<file path="src/rtl/dist_pipe_reg.sv">
// Multi-stage valid/ready pipeline register with bubble collapsing and synchronous flush.
// Define DIST_PIPE_OCC_EN to build the registered occupancy counter; otherwise occupancy is 0.
module dist_pipe_reg #(
    parameter int unsigned WIDTH  = 260,
    parameter int unsigned STAGES = 2
) (
    input  logic                         clk,
    input  logic                         reset,
    input  logic [WIDTH-1:0]             in_data,
    input  logic                         in_valid,
    output logic                         in_ready,
    output logic [WIDTH-1:0]             out_data,
    output logic                         out_valid,
    input  logic                         out_ready,
    input  logic                         flush,
    output logic [$clog2(STAGES+1)-1:0]  occupancy
);

    localparam int unsigned OccW = $clog2(STAGES + 1);

    logic [STAGES-1:0] valid_q, valid_d;
    logic [STAGES-1:0] ready, move;
    logic [WIDTH-1:0]  data_q [STAGES];
    logic [WIDTH-1:0]  data_d [STAGES];
    logic              in_xfer;

    // Readiness ripples from the output side back to stage 0.
    always_comb begin : handshake
        logic nxt_rdy;
        nxt_rdy = out_ready;
        move    = '0;
        ready   = '0;
        for (int i = int'(STAGES) - 1; i >= 0; i--) begin
            move[i]  = valid_q[i] & nxt_rdy;
            ready[i] = ~valid_q[i] | move[i];
            nxt_rdy  = ready[i];
        end
    end

    assign in_ready = ready[0] & ~flush;
    assign in_xfer  = in_valid & in_ready;

    always_comb begin : next_state
        valid_d = valid_q;
        data_d  = data_q;
        for (int i = 0; i < int'(STAGES); i++) begin
            if (move[i]) valid_d[i] = 1'b0;
        end
        if (in_xfer) begin
            valid_d[0] = 1'b1;
            data_d[0]  = in_data;
        end
        for (int i = 1; i < int'(STAGES); i++) begin
            if (move[i-1]) begin
                valid_d[i] = 1'b1;
                data_d[i]  = data_q[i-1];
            end
        end
        // Flush drops every entry but leaves payload registers untouched.
        if (flush) begin
            valid_d = '0;
            data_d  = data_q;
        end
    end

    always_ff @(posedge clk or posedge reset) begin
        if (reset) begin
            valid_q <= '0;
            data_q  <= '{default: '0};
        end else begin
            valid_q <= valid_d;
            data_q  <= data_d;
        end
    end

    assign out_data  = data_q[STAGES-1];
    assign out_valid = valid_q[STAGES-1];

`ifdef DIST_PIPE_OCC_EN
    logic [OccW-1:0] occ_q, occ_d;

    always_comb begin
        occ_d = '0;
        for (int i = 0; i < int'(STAGES); i++) begin
            occ_d = occ_d + OccW'(valid_d[i]);
        end
    end

    always_ff @(posedge clk or posedge reset) begin
        if (reset) occ_q <= '0;
        else       occ_q <= occ_d;
    end

    assign occupancy = occ_q;
`else
    assign occupancy = '0;
`endif

endmodule

</file>
<file path="config.mk">
export PLATFORM = sky130hd
export DESIGN_NAME = dist_pipe_reg
export DESIGN_NICKNAME = d
export VERILOG_FILES = /design/src/rtl/dist_pipe_reg.sv
export SDC_FILE = /design/constraint.sdc
export NUM_CORES = 1
export LEC_CHECK = 0
export ABC_CLOCK_PERIOD_IN_PS = 64800
export BUFFER_PORTS_ARGS = -buffer_cell sky130_fd_sc_hd__buf_2
export CAP_MARGIN = 10
export CORE_MARGIN = 4
export CORE_UTILIZATION = 58
export DETAILED_ROUTE_END_ITERATION = 8
export PLACE_DENSITY = 0.91
export SLEW_MARGIN = 20
export SYNTH_ARGS = -nofsm -noshare
export SYNTH_HDL_FRONTEND = slang
export SYNTH_SLANG_ARGS = --single-unit
</file>
<file path="constraint.sdc">
create_clock -name clk -period 64.8 [get_ports clk]
set_input_delay 19.44 -clock clk [delete_from_list [all_inputs] [get_ports clk]]
set_output_delay 19.44 -clock clk [all_outputs]
set_load 0.05 [all_outputs]
</file>
# == After elaboration in Yosys (flattened, before gate mapping) ==
# Cells that the tools add are included.
# word_totals
regBits,522
out_inout_bits,264
wordCells,22
input_bits,265
# classes
bitwise_logic,9
reduce_logical,4
mux,5
# op_table
operator,n
$reduce_bool A3 Y1,2
$and A1 B1 Y1,4
$mux W1,4
$reduce_and A2 Y1,2
$not A1 Y1,3
$mux W2,1
$or A1 B1 Y1,2

# == Longest topological paths before layout ==
# Gate-level depths: netlist of the first run.
# logic_depth
word_depth,8
depth_mapped,6

# == Least setup slack after synthesis of the first run ==
# OpenSTA, ideal clock, no wires.
# synth_path
kind,input to output
start,in out_ready
end,out in_ready
slack_ns,25.079
arrival_ns,20.281
cell_stages,2
required_time_ns,45.360
path_buffers,0
path_cell_list,and3b_1 -> nor2_1
# synth_via
elab_chain_len,5
# synth_rtl
element,line,source
from (decl),14,"input logic out_ready,"
$and A1 B1 Y1,34,move[i] = valid_q[i] & nxt_rdy;
$or A1 B1 Y1,35,ready[i] = ~valid_q[i] | move[i];
$and A1 B1 Y1,34,
$or A1 B1 Y1,35,
$and A1 B1 Y1,40,assign in_ready = ready[0] & ~flush;
to (decl),11,"output logic in_ready,"
# Every way passes these cells.

# == Worst setup path after layout of the first run ==
# Ends and elaborated chain as after synthesis.

==> summary.md, run 1 <==
| Metric | Value |
|---|---|
| Outcome | complete, no violations |
| Nature of the critical path endpoint | output pin |
| CP Cell Sequence | buf_2 -> and3b_1 -> nor2_1 -> buf_2 |
| WL final | 48300 um |
| CTS buffer count | 51 |
| Yosys warns | 0 |
| Setup Fix Bufs, Post-CTS | 0 |
| Pre-CTS WS | 25.25 ns |
| Fin worst setup slack | 25.26 ns |
| Initial Util | 59.16% |
| WL/cell | 21.91 um |
| Clk slew on worst S/H paths | 0.06 ns |
| Delay of the slowest critical-path stage | 0.27 ns |
| CTS tree | done |
| Die Y | 204.5 um |
| Synthesized area | 22390 um2 |
| Post-synthesis sequential area ratio | 58.34% |
| Hold Crit Class | reg2reg |
| Most frequent CP cell | buf_2 |
| Worst path bufs/invs | 2 |
| Max Clock Freq | 25.29 MHz |
| RSZ-0062 raised after global routing | false |
| First drt pass iteration count | 6 |
| Vias in the first global route | 13100 |
| Lkg Pwr | 12.04 nW |
| Slew Viols, Final | 0 |
| Die ar. | 41810 um2 |
| GR Overflow Total | 0 |
| Power Density | 43.97 nW/um2 |
| 1st-iter DRT viols | 558 |
| Final setup TNS | 0 ns |
| Routability congestion estimate | 0.8420 |
| Syn Area/Cell | 16.31 um2 |
| CP Launch Type | input pin |
| Worst Path Max Fanout | 3 |
| Post-layout util | 65.43% |
| Max Clock Skew | 0.01799 ns |
| Max Root-Sink Buffers | 3 |
| Final #Nets | 1909 |
| Placeable Area | 37840 um2 |
| Fin crit share | 61.02% |
| Initial antenna violation count | 18 |
| Io pins | 529 |
| Storage element area | 13060 um2 |
| Worst-margin pin slew | 1.164 ns |
| Residual DRC count | 0 |
| Max-slew headroom | 22.42% |
| Vias | 11500 |
| Total of max-cap violations | 0 |
| Post-route ant nets | 0 |
| Post-cts sizing count | 0 |
| Post-route insts no fill | 2204 |
| Final setup violation count | 0 |
| Number of H-tree levels | 2 |
| Layout cell share with drive strength beyond 1 | 67.96% |
| Unique masters post-synth | 15 |
| Via density | 5.219 |
| Fillcell total | 2534 |
| Synth-to-layout area growth | 10.59% |
| Detailed Place HPWL | 32520 um |
| WS Path Type | in2out |
| Total track usage | 22.72% |
| Worst path slowest cell | buf_2 |
| Synthesized flop and latch total | 522 |
| Die extent in x | 204.5 um |
| Area of the multi-input gates | 6671 um2 |
| Root Driver | clkbuf_16 |
| Crit path time final | 39.54 ns |
| First-pass GRT wire length | 74970 um |
| CP required | 45.36 ns |
| CTS Sinks | 522 |
| Crit path max-delay family | buffers and inverters |
| Cts hold-fix bufs | 0 |
| Peak supply drop | 30.98 uV |
| Arrival time worst endpoint | 20.10 ns |
| Final hold vios | 0 |
| Row count | 71 |
| Skew-Pair Late Insertion Delay | 0.56 ns |
| Placed cells | 2102 |
| Port Buffer Count | 526 |
| Largest net degree at the start of global routing | 187 |
| Syn Inst Count | 1373 |
| PnR Total Power | 1.089 mW |
[path summary, 6_finish.rpt]
kind	startpoint	endpoint	slack (ns)	depth (start not counted)
max in group asynchronous	reset	out_data[218]$_DFFE_PP0P_	43.30	4
worst max register to register	valid_q[1]$_DFFE_PP0P_	data_q[388]$_DFFE_PP0P_	60.55	6
worst min register to register	out_data[114]$_DFFE_PP0P_	out_data[114]$_DFFE_PP0P_	0.50	1
min in group asynchronous	reset	data_q[343]$_DFFE_PP0P_	19.03	2
worst min-delay path	out_data[114]$_DFFE_PP0P_	out_data[114]$_DFFE_PP0P_	0.50	1
worst max-delay path	out_ready	in_ready	25.26	4
[worst register-to-register path: stages, from the launching register on]
cell and delay, ns:
dfrtp_1 0.40, and3b_1 0.24, nor3b_4 0.36, buf_12 0.69, buf_4 1.06, buf_4 0.93
mux2_4 0.46
[synthesized netlist by cell type]
cell	n	share of area [%]
buf_2	9	0.20
buf_4	288	9.7
and3b_1	1	0.039
buf_6	1	0.050
inv_1	2	0.034
conb_1	1	0.017
mux2_4	200	13
dfrtp_1	522	58
mux2_2	320	16
nand3b_1	1	0.034
nor2_1	3	0.050
nand2b_1	1	0.028
nor3b_2	1	0.056
a21oi_1	1	0.022
buf_12	22	2.0
[area by class of cell]
type	count	area share, %
diodes	14	0.1415
clock buffers	67	5.801
clock inverters	21	0.6518
inverters	2	0.06064
multi-input cells	530	26.94
flip-flops and latches	522	52.75
well taps	511	2.582
repair buffers	537	11.07
[per-layer routing]
layer | global-route usage, % | vias up | routed length (um)
li1 | - | 4974 | -
met1 | 26.22 | 5945 | 17670
met2 | 39.58 | 434 | 24930
met3 | 6.474 | 141 | 3639
met4 | 10.12 | 8 | 2023
met5 | 0 | - | 35
[layout by cell type (no fill, tap or decap)]
master,synthesis,final
clkbuf_16,0,51
a21oi_1,1,1
conb_1,1,2
clkinvlp_4,0,5
dfrtp_1,522,522
nand3b_1,1,1
mux2_2,320,320
mux2_4,200,200
nand2b_1,1,1
clkinv_2,0,10
nor2_1,3,3
inv_8,0,1
clkbuf_8,0,10
and3b_1,1,1
buf_4,288,9
clkinv_4,0,3
bufinv_16,0,1
inv_1,2,1
buf_2,9,526
inv_6,0,2
nor3b_4,0,1
buf_12,22,2
diode_2,0,14
clkbuf_1,0,6
[where the power goes]
part / internal [mW] / total [mW] / switching [mW] / leakage [nW]
Combinational: 0.110 / 0.362 / 0.251 / 5.07
Sequential: 0.401 / 0.445 / 0.0432 / 6.18
Clock: 0.160 / 0.283 / 0.123 / 0.783
Total: 0.672 / 1.09 / 0.417 / 12.0
[stage by stage]
stage                     area [um2]  hold slack (ns)
after floorplan                22390           0.4766
after global placement         23130           0.4822
after detailed placement       23130           0.4874
after CTS                      24730           0.5006
after global routing           24760           0.5054
final                          24760           0.4996
[logic make-up (layout without fill, tap and decap cells)]
logic type	count (synthesis)	in the layout	share of synthesized area, %
AO/OA/AOI/OAI	1	1	0.02233
buffers and inverters	322	627	11.91
flip-flops	522	522	58.34
multiplexers	520	520	29.51
other	1	16	0.01675
AND/OR/NAND/NOR	7	7	0.2068
[registers in the layout, indices dropped and copies added (netlist names)]
| register | cells |
|---|---|
| data_q | 260 |
| valid_q | 2 |
| out_data | 260 |
Power figures use the tool's default switching activity.
==> run 2: changes to the inputs <==
--- a/config.mk
+++ b/config.mk
@@ -5,13 +5,13 @@
 export SDC_FILE = /design/constraint.sdc
 export NUM_CORES = 1
 export LEC_CHECK = 0
-export ABC_CLOCK_PERIOD_IN_PS = 64800
+export ABC_CLOCK_PERIOD_IN_PS = 38500
 export BUFFER_PORTS_ARGS = -buffer_cell sky130_fd_sc_hd__buf_2
 export CAP_MARGIN = 10
 export CORE_MARGIN = 4
-export CORE_UTILIZATION = 58
+export CORE_UTILIZATION = 54
 export DETAILED_ROUTE_END_ITERATION = 8
-export PLACE_DENSITY = 0.91
+export PLACE_DENSITY = 0.86
 export SLEW_MARGIN = 20
 export SYNTH_ARGS = -nofsm -noshare
 export SYNTH_HDL_FRONTEND = slang
==> constraint.sdc (replaced) <==
create_clock -name clk -period 38.5 [get_ports clk]
set_input_delay 11.55 -clock clk [delete_from_list [all_inputs] [get_ports clk]]
set_output_delay 11.55 -clock clk [all_outputs]
set_load 0.05 [all_outputs]
==> summary.md, run 2 (same netlist as run 1, synthesis figures left out) <==
| Metric | Value |
|---|---|
| Outcome | complete, no violations |
| Met1 Use GR | 24.60% (-1.6 points) |
| Layout cell share with drive strength beyond 1 | 67.97% (about the same) |
| Number of H-tree levels | 2 (unchanged) |
| 1st-iter DRT viols | 690 (+24%) |
| Post-route ant nets | 0 (unchanged) |
| Synth-to-layout area growth | 11.39% |
| Final setup TNS | 0 ns (unchanged) |
| WS Path Type | in2out |
| Vias in the first global route | 12800 (-2.3%) |
| Via density | 5.102 (-2.2%) |
| Worst-margin pin slew | 1.114 ns (-0.05001 ns) |
| Most common cell after layout, fill and taps aside | buf_2 |
| Final #Nets | 1912 (+0.16%) |
| CTS buffer count | 52 (+2.0%) |
| Detailed Place HPWL | 31820 um (-2.1%) |
| Die extent in x | 211.6 um (+3.5%) |
| Net switching power of the design | 698.2 uW (+67%) |
| Post-route cell area | 24940 um2 (+0.72%) |
| Total of max-cap violations | 0 (unchanged) |
| Crit path time final | 23.78 ns |
| Max Clock Freq | 42.06 MHz |
| WL final | 46760 um (-3.2%) |
| Die Y | 211.6 um (+3.5%) |
| Internal power | 1.162 mW (+73%) |
| First-pass GRT wire length | 72810 um (-2.9%) |
| Post-cts sizing count | 0 (unchanged) |
| Initial Util | 54.71% (-4.5 points) |
| Io pins | 529 (unchanged) |
| Worst Path Max Fanout | 3 (unchanged) |
| Reg power frac | 40.1% (-0.7 points) |
| GRT met2 Usage | 34.67% (-4.9 points) |
| Fin crit share | 61.76% |
| Switching Share | 37.54% (-0.76 points) |
| Nature of the critical path endpoint | output pin |
| Routability congestion estimate | 0.8207 (-2.5%) |
| Final hold vios | 0 (unchanged) |
| PnR Total Power | 1.860 mW (+71%) |
| CP Launch Type | input pin |
| Post-layout util | 60.94% (-4.5 points) |
| Max-slew headroom | 25.75% (+3.3 points) |
| Lkg Pwr | 12.14 nW (+0.88%) |
| Clock power share | 27.4% (+1.5 points) |
| Clk slew on worst S/H paths | 0.06 ns (about the same) |
| Row count | 74 (+4.2%) |
| Root Driver | clkbuf_16 |
| Port Buffer Count | 526 (unchanged) |
| Largest net degree at the start of global routing | 152 (-19%) |
| Final setup violation count | 0 (unchanged) |
| Setup Fix Bufs, Post-CTS | 0 (unchanged) |
| CP required | 26.95 ns (-18.41 ns) |
| Die ar. | 44790 um2 (+7.1%) |
| WL/cell | 21.01 um (-4.1%) |
| RSZ-0062 raised after global routing | false |
| Peak supply drop | 50.29 uV (+62%) |
| R2r setup slk | 35.32 ns (-25.23 ns) |
| Total track usage | 20.36% (-2.4 points) |
| Hold Crit Class | reg2reg |
| Cell depth of the worst min-delay path | 1 (unchanged) |
| Reg-to-reg startpoint | valid_q[1]$_DFFE_PP0P_ |
| Cts hold-fix bufs | 0 (unchanged) |
| Slew Viols, Final | 0 (unchanged) |
| GR Overflow Total | 0 (unchanged) |
| Fillcell total | 2948 (+16%) |
| Logic pwr share | 32.5% (-0.7 points) |
| Max Root-Sink Buffers | 3 (unchanged) |
| First drt pass iteration count | 4 (-2) |
| Critical R2R Capture | data_q[364]$_DFFE_PP0P_ |
| Max Clock Skew | 0.009214 ns (-0.008777 ns) |
| M3 GR Usage | 5.972% (-0.50 points) |
| Placeable Area | 40920 um2 (+8.1%) |
| Residual DRC count | 0 (unchanged) |
| GR peak layer | met2 |
| Power Density | 74.57 nW/um2 (+70%) |
| Vias | 11360 (-1.3%) |
| HP Start | out_data[0]$_DFFE_PP0P_ |
| Commonest cells after routing, fill and taps aside | buf_2, dfrtp_1, mux2_2 |
| Skew-Pair Late Insertion Delay | 0.57 ns (about the same) |
| FF-to-FF path depth | 5 (-1) |
| Initial antenna violation count | 11 (-7) |
| CTS tree | done |
| Hold endpoint | out_data[0]$_DFFE_PP0P_ |
| Arrival time worst endpoint | 12.23 ns (-7.87 ns) |
| Placed cell area | 23160 um2 (+0.15%) |
| CTS Sinks | 522 (unchanged) |
| WHS | 0.4985 ns (-0.001156 ns) |
==> run 2: cell types whose count changed in the layout (fill, tap and decap cells not counted), moves of 2 or more <==
cell | previous run | this run
bufinv_16 | 1 | 4
clkbuf_1 | 6 | 8
clkbuf_16 | 51 | 53
clkinv_2 | 10 | 14
clkinv_4 | 3 | 1
clkinvlp_4 | 5 | 0
diode_2 | 14 | 8
==> run 2: worst max-delay path: stages <==
cell,delay (ns)
buf_2,0.08
and3b_1,0.22
nor2_1,0.11
buf_2,0.27
==> run 2: how the worst max path moves through the flow <==
stage	startpoint	endpoint	slack, ns	cells past startpoint
floorplan	reset	data_q[260]$_DFFE_PP0P_	12.37	1
global placement	out_ready	in_ready	14.73	4
detailed placement	out_ready	in_ready	14.71	4
CTS	out_ready	in_ready	14.71	4
global route	out_ready	in_ready	14.67	4
finish	out_ready	in_ready	14.72	4
==> run 2: through the flow <==
| step | setup WS [ns] | cells |
|---|---|---|
| final | 14.72 | 2226 |
| after global routing | 14.67 | 2225 |
| after CTS | 14.71 | 2217 |
| after detailed placement | 14.71 | 2124 |
| after global placement | 14.73 | 2124 |
| after floorplan | 12.37 | 1374 |
==> run 2: routing by layer <==
metal,up-vias,part of all wire (%)
li1,4993,-
met2,373,52
met4,6,2.9
met5,-,0.075
met3,93,7.4
met1,5893,38
==> run 2: power by group through the flow <==
stage / clock, mW / sequential [mW] / combinational (mW)
after floorplan: 0 / 0.731 / 0.599
after global placement: 0 / 0.741 / 0.596
after detailed placement: 0 / 0.752 / 0.606
after CTS: 0.520 / 0.745 / 0.610
after global routing: 0.543 / 0.759 / 0.630
final: 0.510 / 0.745 / 0.605
==> run 2: area by class of cell <==
| class | instances | area (um2) | area share, % |
|---|---|---|---|
| clock buffers | 72 | 1508 | 6.045 |
| inverters | 2 | 15.01 | 0.06020 |
| repair buffers | 539 | 2779 | 11.14 |
| diodes | 8 | 20.02 | 0.08027 |
| well taps | 532 | 665.6 | 2.669 |
| multi-input cells | 530 | 6671 | 26.75 |
| clock inverters | 21 | 219.0 | 0.8779 |
| flip-flops and latches | 522 | 13060 | 52.38 |
